[config.mk]
export PLATFORM = sky130hd
export DESIGN_NAME = dcache_controller
export DESIGN_NICKNAME = d
export VERILOG_FILES = /design/src/rtl/dcache_pkg.sv /design/src/rtl/dcache_word_merge.sv /design/src/rtl/dcache_controller.sv
export SDC_FILE = /design/constraint.sdc
export NUM_CORES = 2
export LEC_CHECK = 0
export BUFFER_PORTS_ARGS = -buffer_cell sky130_fd_sc_hd__buf_2
export CAP_MARGIN = 30
export CORE_AREA = 4 4 476 478
export CTS_BUF_LIST = sky130_fd_sc_hd__clkbuf_16
export CTS_CLUSTER_SIZE = 8
export DETAILED_ROUTE_END_ITERATION = 6
export DIE_AREA = 0 0 480 482
export PLACE_DENSITY = 0.32
export SLEW_MARGIN = 20
export SYNTH_ARGS = -nofsm -noshare
export SYNTH_HDL_FRONTEND = slang
export SYNTH_HIERARCHICAL = 1
export SYNTH_SLANG_ARGS = --single-unit
[constraint.sdc]
create_clock -name clk_i -period 21.5 [get_ports clk_i]
set_clock_uncertainty 0.05 [all_clocks]
set_input_delay 1.075 -clock clk_i [delete_from_list [all_inputs] [get_ports clk_i]]
set_output_delay 1.075 -clock clk_i [all_outputs]
set_load 0.02 [all_outputs]
[src/rtl/dcache_pkg.sv]
// Shared types and field positions for the L1 data-cache sequencer.
// Tag word layout: [24]=valid, [23]=dirty, [22:0]=address tag.
package dcache_pkg;

  localparam int ADDR_WIDTH = 32;
  localparam int LINE_WIDTH = 256;
  localparam int TAG_WIDTH  = 25;
  localparam int WORD_WIDTH = 32;
  localparam int WORD_IDX_W = 3;

  localparam int TAG_VALID_BIT = 24;
  localparam int TAG_DIRTY_BIT = 23;
  localparam int TAG_ADDR_MSB  = 22;
  localparam int SET_LSB       = 5;
  localparam int SET_W         = 4;
  localparam int WORD_LSB      = 2;
  localparam int ADDR_TAG_W    = TAG_ADDR_MSB + 1;

  typedef enum logic [2:0] {
    IDLE,
    WB,
    RF,
    FILL,
    REPLAY
  } state_t;

  function automatic logic [TAG_WIDTH-1:0] make_tag(input logic dirty,
                                                    input logic [ADDR_TAG_W-1:0] addr_tag);
    return {1'b1, dirty, addr_tag};
  endfunction

endpackage

[src/rtl/dcache_word_merge.sv]
// Word select and word insert on a cache line; one instance serves
// both the hit path and the refill merge.
module dcache_word_merge
  import dcache_pkg::*;
(
  input  logic [LINE_WIDTH-1:0] src_line,
  input  logic [WORD_IDX_W-1:0] word_idx,
  input  logic [WORD_WIDTH-1:0] wr_word,
  output logic [WORD_WIDTH-1:0] rd_word,
  output logic [LINE_WIDTH-1:0] merged_line
);

  always_comb begin
    rd_word     = src_line[int'(word_idx)*WORD_WIDTH +: WORD_WIDTH];
    merged_line = src_line;
    merged_line[int'(word_idx)*WORD_WIDTH +: WORD_WIDTH] = wr_word;
  end

endmodule

[src/rtl/dcache_controller.sv]
// L1 data-cache sequencer: same-cycle hits, write-back + refill + replay on miss.
// Optional performance counters are built when DCACHE_PERF_CNT_EN is defined.
//
// state  | meaning
// IDLE   | serving hits; a miss latches the request and victim
// WB     | writing the dirty victim line back to memory
// RF     | reading the requested line from memory
// FILL   | writing the refilled (possibly store-merged) line into the SRAM
// REPLAY | SRAM now hits; load data returned, stall released
module dcache_controller
  import dcache_pkg::*;
#(
  parameter int MEM_ADDR_W = ADDR_WIDTH,
  parameter int LINE_W     = LINE_WIDTH,
  parameter int TAG_W      = TAG_WIDTH
) (
  input  logic                  clk_i,
  input  logic                  rst_i,
  input  logic                  cpu_req_i,
  input  logic                  cpu_we_i,
  input  logic [MEM_ADDR_W-1:0] cpu_addr_i,
  input  logic [31:0]           cpu_data_i,
  output logic [31:0]           cpu_data_o,
  output logic                  cpu_stall_o,
  output logic                  sram_enable_o,
  output logic                  sram_write_o,
  output logic [SET_W-1:0]      sram_addr_o,
  output logic [TAG_W-1:0]      sram_tag_o,
  output logic [LINE_W-1:0]     sram_data_o,
  input  logic [TAG_W-1:0]      sram_tag_i,
  input  logic [LINE_W-1:0]     sram_data_i,
  input  logic                  sram_hit_i,
  output logic                  mem_enable_o,
  output logic                  mem_write_o,
  output logic [MEM_ADDR_W-1:0] mem_addr_o,
  output logic [LINE_W-1:0]     mem_data_o,
  input  logic [LINE_W-1:0]     mem_data_i,
  input  logic                  mem_ack_i
`ifdef DCACHE_PERF_CNT_EN
  ,
  output logic [31:0]           perf_hit_o,
  output logic [31:0]           perf_miss_o,
  output logic [31:0]           perf_wb_o
`endif
);

  state_t state;

  logic [ADDR_TAG_W-1:0] tag_q;
  logic [SET_W-1:0]      set_q;
  logic [WORD_IDX_W-1:0] word_q;
  logic                  we_q;
  logic [31:0]           data_q;
  logic [ADDR_TAG_W-1:0] victim_tag_q;
  logic [LINE_W-1:0]     victim_line_q;
  logic [LINE_W-1:0]     refill_q;

  logic [ADDR_TAG_W-1:0] cpu_tag;
  logic [SET_W-1:0]      cpu_set;
  logic [WORD_IDX_W-1:0] cpu_word;
  logic                  unused_byte_offset;

  assign cpu_tag            = cpu_addr_i[MEM_ADDR_W-1 -: ADDR_TAG_W];
  assign cpu_set            = cpu_addr_i[SET_LSB +: SET_W];
  assign cpu_word           = cpu_addr_i[WORD_LSB +: WORD_IDX_W];
  assign unused_byte_offset = ^cpu_addr_i[WORD_LSB-1:0];

  logic victim_dirty;
  assign victim_dirty = sram_tag_i[TAG_VALID_BIT] & sram_tag_i[TAG_DIRTY_BIT];

  // IDLE merges the live request into the hit line; later states use latched copies.
  logic [LINE_W-1:0]     m_src;
  logic [WORD_IDX_W-1:0] m_idx;
  logic [31:0]           m_wr;
  logic [31:0]           m_rd;
  logic [LINE_W-1:0]     m_merged;

  assign m_src = (state == FILL) ? refill_q : sram_data_i;
  assign m_idx = (state == IDLE) ? cpu_word : word_q;
  assign m_wr  = (state == IDLE) ? cpu_data_i : data_q;

  dcache_word_merge u_merge (
    .src_line    (m_src),
    .word_idx    (m_idx),
    .wr_word     (m_wr),
    .rd_word     (m_rd),
    .merged_line (m_merged)
  );

  always_ff @(posedge clk_i or posedge rst_i) begin
    if (rst_i) begin
      state         <= IDLE;
      tag_q         <= '0;
      set_q         <= '0;
      word_q        <= '0;
      we_q          <= 1'b0;
      data_q        <= '0;
      victim_tag_q  <= '0;
      victim_line_q <= '0;
      refill_q      <= '0;
    end else begin
      case (state)
        IDLE: begin
          if (cpu_req_i && !sram_hit_i) begin
            tag_q         <= cpu_tag;
            set_q         <= cpu_set;
            word_q        <= cpu_word;
            we_q          <= cpu_we_i;
            data_q        <= cpu_data_i;
            victim_tag_q  <= sram_tag_i[TAG_ADDR_MSB:0];
            victim_line_q <= sram_data_i;
            state         <= victim_dirty ? WB : RF;
          end
        end
        WB: begin
          if (mem_ack_i) state <= RF;
        end
        RF: begin
          if (mem_ack_i) begin
            refill_q <= mem_data_i;
            state    <= FILL;
          end
        end
        FILL:    state <= REPLAY;
        REPLAY:  state <= IDLE;
        default: state <= IDLE;
      endcase
    end
  end

  // Outputs are combinational so hits and miss stalls take effect in the request cycle.
  always_comb begin
    cpu_data_o    = '0;
    cpu_stall_o   = 1'b0;
    sram_enable_o = 1'b0;
    sram_write_o  = 1'b0;
    sram_addr_o   = '0;
    sram_tag_o    = '0;
    sram_data_o   = '0;
    mem_enable_o  = 1'b0;
    mem_write_o   = 1'b0;
    mem_addr_o    = '0;
    mem_data_o    = '0;
    if (!rst_i) begin
      case (state)
        IDLE: begin
          sram_enable_o = cpu_req_i;
          sram_addr_o   = cpu_set;
          sram_tag_o    = make_tag(cpu_we_i, cpu_tag);
          if (cpu_req_i && sram_hit_i) begin
            if (cpu_we_i) begin
              sram_write_o = 1'b1;
              sram_data_o  = m_merged;
            end else begin
              cpu_data_o = m_rd;
            end
          end else if (cpu_req_i) begin
            cpu_stall_o = 1'b1;
          end
        end
        WB: begin
          cpu_stall_o  = 1'b1;
          sram_addr_o  = set_q;
          sram_tag_o   = make_tag(we_q, tag_q);
          mem_enable_o = 1'b1;
          mem_write_o  = 1'b1;
          mem_addr_o   = {victim_tag_q, set_q, 5'b0};
          mem_data_o   = victim_line_q;
        end
        RF: begin
          cpu_stall_o  = 1'b1;
          sram_addr_o  = set_q;
          sram_tag_o   = make_tag(we_q, tag_q);
          mem_enable_o = 1'b1;
          mem_addr_o   = {tag_q, set_q, 5'b0};
        end
        FILL: begin
          cpu_stall_o   = 1'b1;
          sram_enable_o = 1'b1;
          sram_write_o  = 1'b1;
          sram_addr_o   = set_q;
          sram_tag_o    = make_tag(we_q, tag_q);
          sram_data_o   = we_q ? m_merged : refill_q;
        end
        REPLAY: begin
          sram_enable_o = 1'b1;
          sram_addr_o   = set_q;
          sram_tag_o    = make_tag(we_q, tag_q);
          cpu_data_o    = we_q ? 32'h0 : m_rd;
        end
        default: ;
      endcase
    end
  end

`ifdef DCACHE_PERF_CNT_EN
  always_ff @(posedge clk_i or posedge rst_i) begin
    if (rst_i) begin
      perf_hit_o  <= '0;
      perf_miss_o <= '0;
      perf_wb_o   <= '0;
    end else begin
      if (state == IDLE && cpu_req_i && sram_hit_i && perf_hit_o != '1)
        perf_hit_o <= perf_hit_o + 32'd1;
      if (state == IDLE && cpu_req_i && !sram_hit_i && perf_miss_o != '1)
        perf_miss_o <= perf_miss_o + 32'd1;
      if (state == WB && mem_ack_i && perf_wb_o != '1)
        perf_wb_o <= perf_wb_o + 32'd1;
    end
  end
`endif

endmodule

* After elaboration in Yosys (flattened, before gate mapping)
Cells that the tools add are included.
Operators by class: order comparisons 0, shifts and indexed selects 3, reductions and logical operators 11, add/subtract/negate cells 1, multiplexer cells 41, divide/modulo/power cells 0, multipliers 0, bitwise gates (word level) 1, equality and inequality tests 7
Operators with widths (number):
- $mux 256 | 7
- $pmux 256 s2 | 1
- $bwmux 256 | 1
- $shift 32x33->256 const A | 1
- $shiftx 256x9->32 | 1
- $shiftx 32x33->256 | 1
- $mux 32 | 6
- $pmux 32 s2 | 2
- $pmux 25 s2 | 1
- $neg 8->33 | 1
- $mux 25 | 1
- $mux 3 | 4
- $pmux 3 s4 | 1
- $mux 1 | 11
- $pmux 4 s2 | 1
- $eq 3x2->1 const B | 2
- $pmux 1 s2 | 3
- $mux 4 | 1
- $ne 2x2->1 const B | 2
- $reduce_and 2->1 | 2
- $reduce_or 2->1 | 2
- $reduce_or 4->1 | 1
- $eq 3x1->1 const B | 1
- $eq 3x3->1 const B | 1
- other kinds (8) | 9
Storage, ports and cells: word-level logic and storage cells 73, memories kept 0, bits in latches 0, ROM bits 0, RAM bits 0, output and inout bits 610, register bits 601

* Logic depth before layout (Yosys ltp)
word-level depth 9, depth in mapped cells 16

* Hierarchy
The synthesis kept the hierarchy.
Modules (own cells, without submodules):
- dcache_controller | area each 31933.1 µm², cells each 3186, times used 1
- dcache_word_merge | area each 6258.5 µm², cells each 665, times used 1

* Worst setup path after synthesis
OpenSTA, ideal clock, no wires.
kind input to output, start point in cpu_addr_i[3], end point out sram_data_o[246], data arrival time 3743 ps, buffers on the path 4, data required time 20375 ps, cell stages on the path 12, slack 16632 ps, cell sequence mux2_2 > buf_2 > inv_1 > clkbuf_1 > ha_1 > ha_1 > buf_2 > nor3b_2 > buf_2 > mux2_2 > a22oi_1 > nor2_1
Between the ends: cells in the longest elaborated chain, start to end 8, elaborated cells on any way between the ends 10
RTL lines:
- from (decl) | RTL line dcache_controller.sv:21 | input logic [MEM_ADDR_W-1:0] cpu_addr_i,
- $mux 3 (*) | RTL line dcache_controller.sv:79 | assign m_idx = (state == IDLE) ? cpu_word : word_q;
- $neg 8->33 (*) | RTL line dcache_word_merge.sv:16 | merged_line[int'(word_idx)*WORD_WIDTH +: WORD_WIDTH] = wr_word;
- $shiftx 32x33->256 / $shift 32x33->256 (equally long branches) | RTL line dcache_word_merge.sv:16
- $bwmux 256 (*) | RTL line dcache_word_merge.sv:16
- via m_merged[246] | RTL line dcache_controller.sv:76 | logic [LINE_W-1:0] m_merged;
- $mux 256 | RTL line dcache_controller.sv:151 | if (cpu_we_i) begin
- $mux 256 | RTL line dcache_controller.sv:150 | if (cpu_req_i && sram_hit_i) begin
- $pmux 256 s2 (*) | RTL line dcache_controller.sv:145 | case (state)
- $mux 256 (*) | RTL line dcache_controller.sv:144 | if (!rst_i) begin
- to (decl) | RTL line dcache_controller.sv:29 | output logic [LINE_W-1:0] sram_data_o,
The timed path passes the listed nets; every way through them passes the cells marked *.

* Worst setup path in the final report
start point reg state[2], end point out sram_data_o[8]
Between the ends: cells in the longest elaborated chain, start to end 9, elaborated cells on any way between the ends 14
RTL lines:
- from (decl) | RTL line dcache_controller.sv:47 | state_t state;
- from (signal assigned) | RTL line dcache_controller.sv:112 | state <= victim_dirty ? WB : RF;
- $logic_not 3->1 (*) | RTL line dcache_controller.sv:79
- $mux 3 (*) | RTL line dcache_controller.sv:79
- via m_idx[2] | RTL line dcache_controller.sv:73 | logic [WORD_IDX_W-1:0] m_idx;
- $neg 8->33 (*) | RTL line dcache_word_merge.sv:16
- $shiftx 32x33->256 / $shift 32x33->256 (equally long branches) | RTL line dcache_word_merge.sv:16
- $bwmux 256 (*) | RTL line dcache_word_merge.sv:16
- via m_merged[8] | RTL line dcache_controller.sv:76
- $mux 256 | RTL line dcache_controller.sv:151
- $mux 256 | RTL line dcache_controller.sv:150
- $pmux 256 s2 (*) | RTL line dcache_controller.sv:145
- $mux 256 (*) | RTL line dcache_controller.sv:144
Marked as above.

==> impl_metrics.py <==
metrics = {
    "run_status": {
        "run_status": "completed",
    },
    "cells_and_area": {
        "multi_input_area_mm2": 0.0214,
        "register_area_mm2": 0.0150,
        "drive_above_1_share": 0.451,
        "fin_cells": 7967,
        "area_growth_pct": 30.3,
        "num-fill-cells": 24613,
        "final_nets": 5523,
    },
    "floorplan": {
        "die_y_um": 482,
        "rows": 173,
        "start_util": 0.172,
        "ios": 1217,
        "die_area_mm2": 0.231,
        "core_mm2": 0.222,
        "die_x_um": 480,
    },
    "clocking": {
        "holdBufCountCts": 0,
        "cts_setup_buffers": 0,
        "cts_buffers": 92,
        "post_cts_resized": 0,
        "htree_levels": 3,
        "clock-root-buffer": "clkbuf_16",
        "cts_tree": "yes",
        "cts_sinks": 601,
        "path_clk_slew_ns": 0.06,
        "cts.path.max_buffers": 3,
        "worst_skew_pair.late_latency_ns": 0.71,
    },
    "global_routing": {
        "antenna_found_initial": 158,
        "grt.overflow.total": 0,
        "grt_pass1_vias": 35738,
        "grt_use_total": 0.215,
        "grt_start_max_net_pins": 122,
        "grt_pass1_wl_um": 340000,
    },
    "routing": {
        "drt-pass1-iter-count": 5,
        "drc": 0,
        "routed-via-count": 35292,
        "drt_iter0_markers": 2466,
        "ant_nets": 0,
        "wl_um": 259000,
        "drt-wirelength-per-cell_um": 32.5,
        "vias_per_cell": 4.43,
    },
    "placed_design": {
        "gp_congestion": 0.826,
        "dp_hpwl_um": 201000,
        "dp.cells": 7789,
        "port_buffers": 1209,
    },
    "pwr": {
        "ir_worst_vdd_v": 0.0000939,
        "p_leak_nw": 23.3,
        "power.density_mw_per_mm2": 162,
    },
    "synth": {
        "synth_cells": 3851,
        "syn_avg_cell_area_um2": 9.92,
        "synth_flop_cell": "dfrtp_1",
        "yosysSeqAreaShare": 0.394,
        "ys_ff_latch": 601,
        "synth_edf_count": 0,
        "ys_warn_count": 6,
        "synth_area_mm2": 0.0382,
        "synth_cell_types": 47,
        "synthArstFlopShare": 1.00,
    },
    "worst_setup_path": {
        "cp-startpoint": "state[2]",
        "worstSetupEndpointType": "primary output",
        "crit_arrival_ns": 6.13,
        "startpoint_type": "register",
        "cp_max_fo": 39,
        "cp.required_ns": 20.38,
        "r2r_start": "state[2]",
        "critPathKind": "register to primary output",
    },
    "sta": {
        "max_freq_mhz": 138,
        "tightest_slew_ns": 1.16,
        "finalCritPeriodShare": 0.337,
        "maxSlewViolCount": 0,
        "setup_viol": 0,
        "maxSlewHeadroom": 0.230,
        "tns_ns": 0,
        "finalHoldViolations": 0,
        "finalCriticalPeriod_ns": 7.25,
        "rsz0062_at_grt": "no",
    },
    "hold_path": {
        "hp-start": "victim_line_q[80]",
        "hold_class": "register to register",
    },
    "run": {
        "maxCapViolCount": 0,
    },
}
==> critical path, cell delays in order, from the launching register on <==
cell	delay, ns
dfrtp_1	0.63
nor3_4	0.26
buf_4	0.46
buf_4	0.58
mux2_8	0.40
inv_1	0.10
ha_1	0.65
nor4b_2	0.12
nand2_2	0.30
buf_4	0.57
mux2_4	0.35
a22oi_1	0.49
nor2_1	0.08
buf_2	0.20
==> Yosys cell counts, types with 2 or more instances <==
cell type	count	area share
inv_1	38	0.0037
nor4b_2	2	0.00079
buf_6	28	0.0083
o21ai_0	2	0.00026
buf_2	99	0.013
and2_1	385	0.063
buf_1	7	0.00069
buf_4	58	0.011
xnor2_1	2	0.00046
mux2_2	722	0.21
nand3b_1	4	0.00079
nor2b_1	3	0.00049
mux2_4	30	0.012
and3_1	4	0.00066
a22o_1	23	0.0053
nor2_1	289	0.028
clkbuf_1	131	0.013
a21oi_1	5	0.00066
mux2_1	103	0.030
nor3b_2	4	0.0013
nor4b_4	2	0.0012
mux2i_1	33	0.0086
nand2_1	902	0.089
dfrtp_1	601	0.39
a22oi_1	284	0.056
ha_1	6	0.0020
mux4_2	64	0.038
==> routing by layer <==
layer | share of wire | track usage | vias to the layer above | wire length, µm
met4 | 0.028 | 0.0558 | 70 | 7240
met5 | 0.0017 | 0 | - | 449
met2 | 0.47 | 0.356 | 1492 | 121000
met1 | 0.42 | 0.270 | 18067 | 109000
met3 | 0.083 | 0.0668 | 354 | 21600
li1 | - | - | 15309 | -
==> through the flow <==
stage,area [µm²],hold WS [ns],setup WS (ns),total power [W],util
6_report,49800,0.423,14.25,0.00808,0.224
5_1_grt,49700,0.443,13.98,0.00857,0.224
4_1_cts,49600,0.405,13.98,0.00829,0.223
3_5_place_dp,47000,0.417,14.86,0.00680,0.212
3_3_place_gp,46900,0.410,14.84,0.00678,0.212
2_1_floorplan,38200,0.399,3.15,0.00474,-
==> state kept, by name (all words and copies together) (netlist names) <==
name / flops
victim_line_q: 256
data_q: 32
refill_q: 256
victim_tag_q: 23
we_q: 1
tag_q: 23
state: 3
word_q: 3
set_q: 4
==> cell families (layout without fill, tap and decap cells) <==
kind of cell | Yosys count | in the layout | share of synthesized area
fa+ha+maj | 6 | 6 | 0.00197
flops | 601 | 601 | 0.394
simple gates | 1607 | 1607 | 0.188
buf+inv | 362 | 1452 | 0.0500
compound gates | 320 | 320 | 0.0638
mux | 952 | 952 | 0.301
xor+xnor | 2 | 2 | 0.000459
other cells | 1 | 52 | 0.0000982
==> area by class of cell <==
class	instances	area share
repair buffers	1284	0.135
clock inverters	36	0.00596
clock buffers	93	0.0468
inverters	39	0.00324
well taps	2975	0.0748
diodes	47	0.00236
multi-input cells	2892	0.430
flip-flops and latches	601	0.302
==> worst paths after layout <==
check / depth (start not counted) / end / slack [ns]
hold reg to reg: 1 / victim_line_q[80] / 0.42
max in group asynchronous: 7 / refill_q[202] / 17.70
setup reg to reg: 10 / victim_line_q[193] / 15.53
min in group asynchronous: 3 / victim_tag_q[16] / 0.85
setup / recovery: 13 / sram_data_o[8] / 14.25
hold / removal: 1 / victim_line_q[80] / 0.42
==> cell usage in the layout, fill, tap and decap left out, drive strengths merged, types with 6 or more instances in the layout <==
cell type,synthesis,final
inv,39,55
clkinv,0,15
dfrtp,601,601
buf,192,1284
clkbuf,131,93
nand2,903,903
nor2,290,290
mux2i,33,33
ha,6,6
mux4,64,64
mux2,855,855
a22oi,284,284
diode,0,47
a22o,23,23
and2,385,385
==> where the power goes <==
part,internal (W),leakage (nW),switching (W)
combinational,0.00164,14.8,0.00291
sequential,0.00171,7.15,0.000403
clock,0.000794,1.33,0.000623
Note: power is estimated with default switching activity, not from simulation.
